$ cat config.mk
export PLATFORM = sky130hd
export DESIGN_NAME = conv_param_seq
export DESIGN_NICKNAME = d
export VERILOG_FILES = /design/src/rtl/conv_param_seq.sv
export SDC_FILE = /design/constraint.sdc
export NUM_CORES = 1
export LEC_CHECK = 0
export ABC_AREA = 1
export CORE_MARGIN = 2
export CORE_UTILIZATION = 38
export DETAILED_ROUTE_END_ITERATION = 12
export SYNTH_ARGS = -nofsm -noshare
export SYNTH_HDL_FRONTEND = slang
export SYNTH_SLANG_ARGS = --single-unit
$ cat constraint.sdc
create_clock -name clk -period 3.3 [get_ports clk]
set_input_delay 0.495 -clock clk [delete_from_list [all_inputs] [get_ports clk]]
set_output_delay 0.495 -clock clk [all_outputs]
set_load 0.005 [all_outputs]
$ cat src/rtl/conv_param_seq.sv
// Weight/bias parameter read sequencer for the three conv layers: walks (o,c) per layer with a
// one-beat valid/ready output stage. Optional sticky err output when CONV_PARAM_SEQ_ERR_EN is defined.
module conv_param_seq #(
  parameter logic [3:0] STATE_CONV1 = 4'b0010,
  parameter logic [3:0] STATE_CONV2 = 4'b0100,
  parameter logic [3:0] STATE_CONV3 = 4'b0110
) (
  input  logic       clk,
  input  logic       rst_n,
  input  logic       start,
  input  logic [3:0] layer,
  output logic       busy,
  output logic       done,
  output logic       param_en,
  output logic [3:0] state_out,
  output logic [5:0] read_c,
  output logic [5:0] read_o,
  output logic       w_valid,
  input  logic       w_ready,
  output logic [5:0] tag_c,
  output logic [5:0] tag_o,
  output logic       w_last_c,
  output logic       w_last
`ifdef CONV_PARAM_SEQ_ERR_EN
  ,
  output logic       err
`endif
);

  localparam logic [1:0] S_IDLE  = 2'd0;
  localparam logic [1:0] S_RUN   = 2'd1;
  localparam logic [1:0] S_DRAIN = 2'd2;
  localparam logic [1:0] S_DONE  = 2'd3;

  logic [1:0] state_q, state_d;
  logic [3:0] layer_q, layer_d;
  logic [5:0] cnt_c_q, cnt_c_d, cnt_o_q, cnt_o_d;
  logic [5:0] tag_c_q, tag_c_d, tag_o_q, tag_o_d;
  logic       w_valid_q, w_valid_d;
  logic       w_last_c_q, w_last_c_d;
  logic       w_last_q, w_last_d;
  logic       legal, issue, is_last_c, is_last_o;
  logic [5:0] c_max, o_max;

  always_comb begin
    legal = (layer == STATE_CONV1) || (layer == STATE_CONV2) || (layer == STATE_CONV3);
  end

  // Dimension limits come from the latched code so a changing layer input cannot disturb a run.
  always_comb begin
    c_max = 6'd0;
    o_max = 6'd0;
    if (layer_q == STATE_CONV1) begin
      c_max = 6'd0;
      o_max = 6'd15;
    end else if (layer_q == STATE_CONV2) begin
      c_max = 6'd15;
      o_max = 6'd31;
    end else if (layer_q == STATE_CONV3) begin
      c_max = 6'd31;
      o_max = 6'd63;
    end
  end

  always_comb begin
    issue     = (state_q == S_RUN) && (!w_valid_q || w_ready);
    is_last_c = (cnt_c_q == c_max);
    is_last_o = (cnt_o_q == o_max);
  end

  always_comb begin
    state_d = state_q;
    layer_d = layer_q;
    cnt_c_d = cnt_c_q;
    cnt_o_d = cnt_o_q;
    case (state_q)
      S_IDLE: begin
        if (start && legal) begin
          state_d = S_RUN;
          layer_d = layer;
          cnt_c_d = 6'd0;
          cnt_o_d = 6'd0;
        end
      end
      S_RUN: begin
        if (issue) begin
          if (is_last_c) begin
            // Counters park on the final address; the last beat is drained from the output stage.
            if (is_last_o) begin
              state_d = S_DRAIN;
            end else begin
              cnt_c_d = 6'd0;
              cnt_o_d = cnt_o_q + 6'd1;
            end
          end else begin
            cnt_c_d = cnt_c_q + 6'd1;
          end
        end
      end
      S_DRAIN: begin
        if (w_valid_q && w_ready && w_last_q) state_d = S_DONE;
      end
      default: begin
        state_d = S_IDLE;
        cnt_c_d = 6'd0;
        cnt_o_d = 6'd0;
      end
    endcase
  end

  // Output stage mirrors the memory's one-cycle read latency; it holds while ena is low.
  always_comb begin
    w_valid_d  = w_valid_q;
    tag_c_d    = tag_c_q;
    tag_o_d    = tag_o_q;
    w_last_c_d = w_last_c_q;
    w_last_d   = w_last_q;
    if (issue) begin
      w_valid_d  = 1'b1;
      tag_c_d    = cnt_c_q;
      tag_o_d    = cnt_o_q;
      w_last_c_d = is_last_c;
      w_last_d   = is_last_c && is_last_o;
    end else if (w_valid_q && w_ready) begin
      w_valid_d  = 1'b0;
      w_last_c_d = 1'b0;
      w_last_d   = 1'b0;
    end
  end

  always_ff @(posedge clk or negedge rst_n) begin
    if (!rst_n) begin
      state_q    <= S_IDLE;
      layer_q    <= 4'b0000;
      cnt_c_q    <= 6'd0;
      cnt_o_q    <= 6'd0;
      tag_c_q    <= 6'd0;
      tag_o_q    <= 6'd0;
      w_valid_q  <= 1'b0;
      w_last_c_q <= 1'b0;
      w_last_q   <= 1'b0;
    end else begin
      state_q    <= state_d;
      layer_q    <= layer_d;
      cnt_c_q    <= cnt_c_d;
      cnt_o_q    <= cnt_o_d;
      tag_c_q    <= tag_c_d;
      tag_o_q    <= tag_o_d;
      w_valid_q  <= w_valid_d;
      w_last_c_q <= w_last_c_d;
      w_last_q   <= w_last_d;
    end
  end

`ifdef CONV_PARAM_SEQ_ERR_EN
  logic err_q, err_d;

  always_comb begin
    err_d = err_q | ((state_q == S_IDLE) && start && !legal);
  end

  always_ff @(posedge clk or negedge rst_n) begin
    if (!rst_n) err_q <= 1'b0;
    else        err_q <= err_d;
  end

  assign err = err_q;
`endif

  assign busy      = (state_q != S_IDLE);
  assign done      = (state_q == S_DONE);
  assign param_en  = issue;
  assign state_out = (state_q == S_IDLE) ? 4'b0000 : layer_q;
  assign read_c    = cnt_c_q;
  assign read_o    = cnt_o_q;
  assign w_valid   = w_valid_q;
  assign tag_c     = tag_c_q;
  assign tag_o     = tag_o_q;
  assign w_last_c  = w_last_c_q;
  assign w_last    = w_last_q;

endmodule

==> results of run 1 <==
-- worst paths after layout --
kind / from / to / slack, ps / cells past startpoint
max in group asynchronous: rst_n / read_o[5] / 2380 / 2
min in group asynchronous: rst_n / read_c[4] / 600 / 2
min reg2reg: tag_o[1] / tag_o[1] / 480 / 2
max: state_q[1] / param_en / 630 / 5
min: tag_o[1] / tag_o[1] / 480 / 2
max reg2reg: state_q[1] / w_last_c / 1330 / 5
-- synthesized netlist by cell type, types with 4 or more instances --
cell	count	area share [%]
nand2_1	90	17
buf_2	4	1.0
nand3_1	18	4.7
ha_1	7	4.5
inv_1	27	5.2
dfrtp_1	33	43
nand4_1	10	3.2
nor2_1	28	5.4
o21ai_0	13	3.4
-- metal layers --
layer | share of wire (%) | routed length, µm | GRT usage (%) | vias to the layer above
li1 | - | - | - | 895
met1 | 46 | 2084 | 23.20 | 782
met2 | 48 | 2136 | 28.79 | 43
met3 | 4.5 | 201 | 4.101 | 5
met4 | 1.4 | 62 | 6.433 | 0
met5 | 0 | 0 | 0 | -
-- logic make-up after synthesis --
kind of cell,after synthesis
AOI/OAI and AO/OA,17
DFF,33
buffers and inverters,36
and+or+nand+nor,160
adders and majority gates,7
xor gates and xnor gates,4
-- power breakdown --
group / internal, µW / switching (µW)
logic: 405 / 630
clock network: 146 / 160
registers: 490 / 95.1
-- sequential cells by signal (all words and copies together), names as in the netlist --
signal	cells
state_q	2
tag_o	6
w_last	1
tag_c	6
w_valid	1
read_o	6
w_last_c	1
layer_q	4
read_c	6
-- worst max-delay path, cell delays in order (launching register included) --
cell and delay (ps):
dfrtp_1 430, inv_1 90, ha_1 470, nand2_1 170, inv_1 190, clkdlybuf4s50_1 540
-- area by class of cell --
type	instances	area (µm²)
Timing Repair Buffer	43	425.4
Sequential cell	33	825.8
Clock buffer	5	68.82
Clock inverter	3	17.52
Fill cell	482	2327
Inverter	28	105.1
Tap cell	67	83.83
Multi-Input combinational cell	188	963.4
-- per-stage QoR --
stage,hold WS [ps],area [µm²]
6_report,480.6,2490
5_1_grt,516.9,2490
2_1_floorplan,199.4,1933
3_3_place_gp,461.4,2404
4_1_cts,485.7,2490
3_5_place_dp,466.0,2404
==> results.yml, run 1 <==
grt:
  antenna_found_initial: 0
  grt_pass1_vias: 1571
  grt-ovfl-total: 0
  grt_max_degree: 34
  grt_first_pass_wirelength_um: 7583
  grt_usage_pct: 17.72
place:
  dp_cells: 359
  hpwl_um: 3226
  gp_congestion: 0.8425
  numPortBuffers: 41
  dp_worst_setup_slack_ps: 894.6
yosys:
  synth_xor_area_share_pct: 1.812
  synth_cell_types: 23
  synthSimpleGateAreaFrac_pct: 38.64
  synth-seq-area-share_pct: 42.72
  synth_seq_cells: 33
  netlist_area_mm2: 0.001933
  ys_warn_count: 0
  postSynthCellCount: 257
  ys.flop_type: "dfrtp_1"
  synth_nets: 272
  synth_mux_area_share_pct: 0
  async_flop_share_pct: 100.0
  synth_edf_count: 0
  avgSynthCellArea_um2: 7.522
  synth_compound_area_share_pct: 4.854
  synth-adder-area-share_pct: 4.531
  synth_top_family_by_area: "simple AND/OR/NAND/NOR gates"
cells_and_area:
  final_common_cell: "nand2_1"
  final_util_pct: 51.69
  instances_no_fill: 367
  layout_common_cells: "90 x nand2_1, 41 x clkdlybuf4s50_1, 33 x dfrtp_1, 28 x nor2_1, 27 x inv_1"
  syn2layout_area_growth_pct: 28.80
  drive_gt1_share_pct: 8.667
  nets: 314
  num_antenna_cells: 0
clock_tree:
  cts_setup_buffers: 0
  postCtsResizedCells: 0
  cts_hold_buffers: 0
  clkTransAtPathRegs_ps: 80
  cts_buffer_depth: 2
  htreeDepth: 2
  insertion_delay_ps: 290
  numCtsBuffers: 5
  clock_sinks: 33
  cts_tree: "done"
  cts-root-buf: "clkbuf_8"
sta:
  clock.fmax_ghz: 0.3746
  finalCriticalPeriod_ps: 2670
  rsz0062_at_grt: "false"
  clock_skew_ps: 5.993
  finalSetupViolCount: 0
  slew_violations: 0
  tightest_slew_ps: 498.8
  min_period_over_period_pct: 80.89
  fin_setup_tns_ps: 0
  maxSlewHeadroom_pct: 66.74
  setup_slack_ps: 630.5
  final_hold_viol_count: 0
detailed_routing:
  vias: 1725
  ant_nets: 0
  first_pass_iters: 4
  drc: 0
  post_drt_wl_per_cell_um: 12.22
  drtIter0Drc: 123
  postRouteWirelength_um: 4486
  vias_per_cell: 4.700
worst_setup_path:
  start_kind: "register"
  criticalPathCategory: "reg2out"
  critPathRequiredTime_ps: 2800
  worst-path-max-fanout: 9
  worst_ep_arrival_time_ps: 2170
  cp-end-kind: "primary output"
pwr:
  p_leak_uw: 0.001270
  power.density_mw_per_mm2: 773.1
  p_total_uw: 1925
  irDropWorstVdd_uv: 407.1
status:
  status: "complete, no violations"
floorplan:
  dieArea_mm2: 0.005674
  io-pin-count: 42
  core-area_mm2: 0.004817
  die_w_um: 75.33
  fp.dieH_um: 75.33
  start_util_pct: 40.13
  num_rows: 25
min_path:
  hold_path_class: "reg2reg"
job:
  drv_cap: 0
Power figures use the tool's default switching activity.
==> inputs of run 2 (changes only) <==
--- a/config.mk
+++ b/config.mk
@@ -9,6 +9,7 @@
 export CORE_MARGIN = 2
 export CORE_UTILIZATION = 38
 export DETAILED_ROUTE_END_ITERATION = 12
+export PLACE_DENSITY = 0.65
 export SYNTH_ARGS = -nofsm -noshare
 export SYNTH_HDL_FRONTEND = slang
 export SYNTH_SLANG_ARGS = --single-unit
==> constraint.sdc (replaced) <==
create_clock -name clk -period 2.4 [get_ports clk]
set_input_delay 0.36 -clock clk [delete_from_list [all_inputs] [get_ports clk]]
set_output_delay 0.36 -clock clk [all_outputs]
set_load 0.005 [all_outputs]
==> results.yml, run 2 (synthesized netlist as in run 1, its figures left out) <==
clock_tree:
  clock_sinks: 33
  cts_setup_buffers: 0
  cts_buffer_depth: 2
  clkTransAtPathRegs_ps: 70
  numCtsBuffers: 5
  postCtsResizedCells: 0
  insertion_delay_ps: 290
  cts_tree: "done"
  htreeDepth: 2
  cts_hold_buffers: 0
  cts-root-buf: "clkbuf_8"
place:
  dp_cells: 360
  hpwl_um: 3117
  gp_congestion: 0.8167
  numPortBuffers: 41
sta:
  fin_setup_tns_ps: 0
  clock.fmax_ghz: 0.4655
  slew_violations: 0
  tightest_slew_ps: 425.8
  clock_skew_ps: 4.073
  rsz0062_at_grt: "false"
  finalSetupViolCount: 0
  maxSlewHeadroom_pct: 71.54
  min_period_over_period_pct: 89.50
  finalCriticalPeriod_ps: 2148
  final_hold_viol_count: 0
worst_setup_path:
  cp-endpoint: "param_en"
  ff2ff_path_depth: 9
  rr_endpoint: "read_o[3]"
  critPathRequiredTime_ps: 2040
  start_kind: "register"
  criticalPathCategory: "reg2out"
  crit_start: "state_q[1]"
  worst-path-max-fanout: 6
  worst_ep_arrival_time_ps: 1790
  r2r_setup_slack_ps: 560
  cp-end-kind: "primary output"
  timing.rr.start: "state_q[1]"
floorplan:
  num_rows: 25
  start_util_pct: 40.13
  core-area_mm2: 0.004817
  fp.dieH_um: 75.33
  io-pin-count: 42
  dieArea_mm2: 0.005674
  die_w_um: 75.33
pwr:
  p_leak_uw: 0.001285
  power.density_mw_per_mm2: 1074
  combPwrFrac_pct: 52.7
  p_sw_uw: 1202
  power.internal_uw: 1498
  p_total_uw: 2699
  p_clk_share_pct: 17.4
  swShare_pct: 44.52
  irDropWorstVdd_uv: 533.3
  seqPwrFrac_pct: 29.9
detailed_routing:
  first_pass_iters: 4
  post_drt_wl_per_cell_um: 11.76
  vias_per_cell: 4.620
  postRouteWirelength_um: 4329
  drtIter0Drc: 147
  vias: 1700
  ant_nets: 0
  drc: 0
grt:
  grt-ovfl-total: 0
  grt_max_degree: 34
  grt_usage_pct: 17.19
  grt_pass1_vias: 1526
  grt_first_pass_wirelength_um: 7314
  antenna_found_initial: 0
cells_and_area:
  drive_gt1_share_pct: 8.970
  instances_no_fill: 368
  final_common_cell: "nand2_1"
  nFillCells: 491
  num_antenna_cells: 0
  nets: 315
  syn2layout_area_growth_pct: 29.97
  layout_common_cells: "90 x nand2_1, 41 x clkdlybuf4s50_1, 33 x dfrtp_1, 28 x nor2_1, 27 x inv_1"
job:
  drv_cap: 0
min_path:
  hold_path_class: "in2async"
status:
  status: "complete, no violations"
## run 2: changes by cell type in the layout (fill, tap and decap cells not counted), sizes merged
cell	delta
buf	+1
clkbuf	+2
clkinv	-1
clkinvlp	-1
## run 2: cell type report
cell class	instances	area (µm²)	area share [%]
Clock inverter	1	5.005	0.1992
Tap cell	67	83.83	3.337
Multi-Input combinational cell	188	963.4	38.35
Sequential cell	33	825.8	32.87
Clock buffer	7	96.34	3.835
Timing Repair Buffer	44	432.9	17.23
Inverter	28	105.1	4.183
## run 2: metal layers
layer	global-route usage, %	up-vias	share of wire (%)
li1	-	899	-
met1	23.80	753	51
met2	25.80	43	43
met3	5.556	5	5.0
met4	5.263	0	1.5
met5	0	-	0
## run 2: power groups by stage
| stage | Clock [µW] | Sequential, µW | Combinational, µW |
|---|---|---|---|
| finish | 469 | 808 | 1420 |
| global route | 507 | 830 | 1610 |
| CTS | 478 | 809 | 1440 |
| detailed placement | 0 | 819 | 1420 |
| global placement | 0 | 818 | 1410 |
| floorplan | 0 | 791 | 969 |
## run 2: worst min path at each step
stage | start | endpoint | slack [ps]
after floorplan | rst_n | layer_q[0] | 60
after global placement | tag_c[1] | tag_c[1] | 460
after detailed placement | tag_o[0] | tag_o[0] | 460
after CTS | rst_n | read_c[3] | 480
after global routing | tag_o[5] | tag_o[5] | 500
final | rst_n | read_c[3] | 460
## run 2: worst max-delay path, stage by stage (launching register included)
cell and delay [ps]:
dfrtp_1 430, inv_1 100, ha_1 170, nand2_1 80, inv_1 170, clkdlybuf4s50_1 540
## run 2: metrics by stage
stage                     worst slack (ps)  hold slack, ps  instance area, µm²  util, %
after floorplan                      839.4           64.41                1933        -
after global placement               285.2           461.6                2411    50.05
after detailed placement             278.2           464.3                2411    50.05
after CTS                            238.7           480.8                2512    52.16
after global routing                 140.5           504.1                2512    52.16
final                                251.9           464.8                2512    52.16
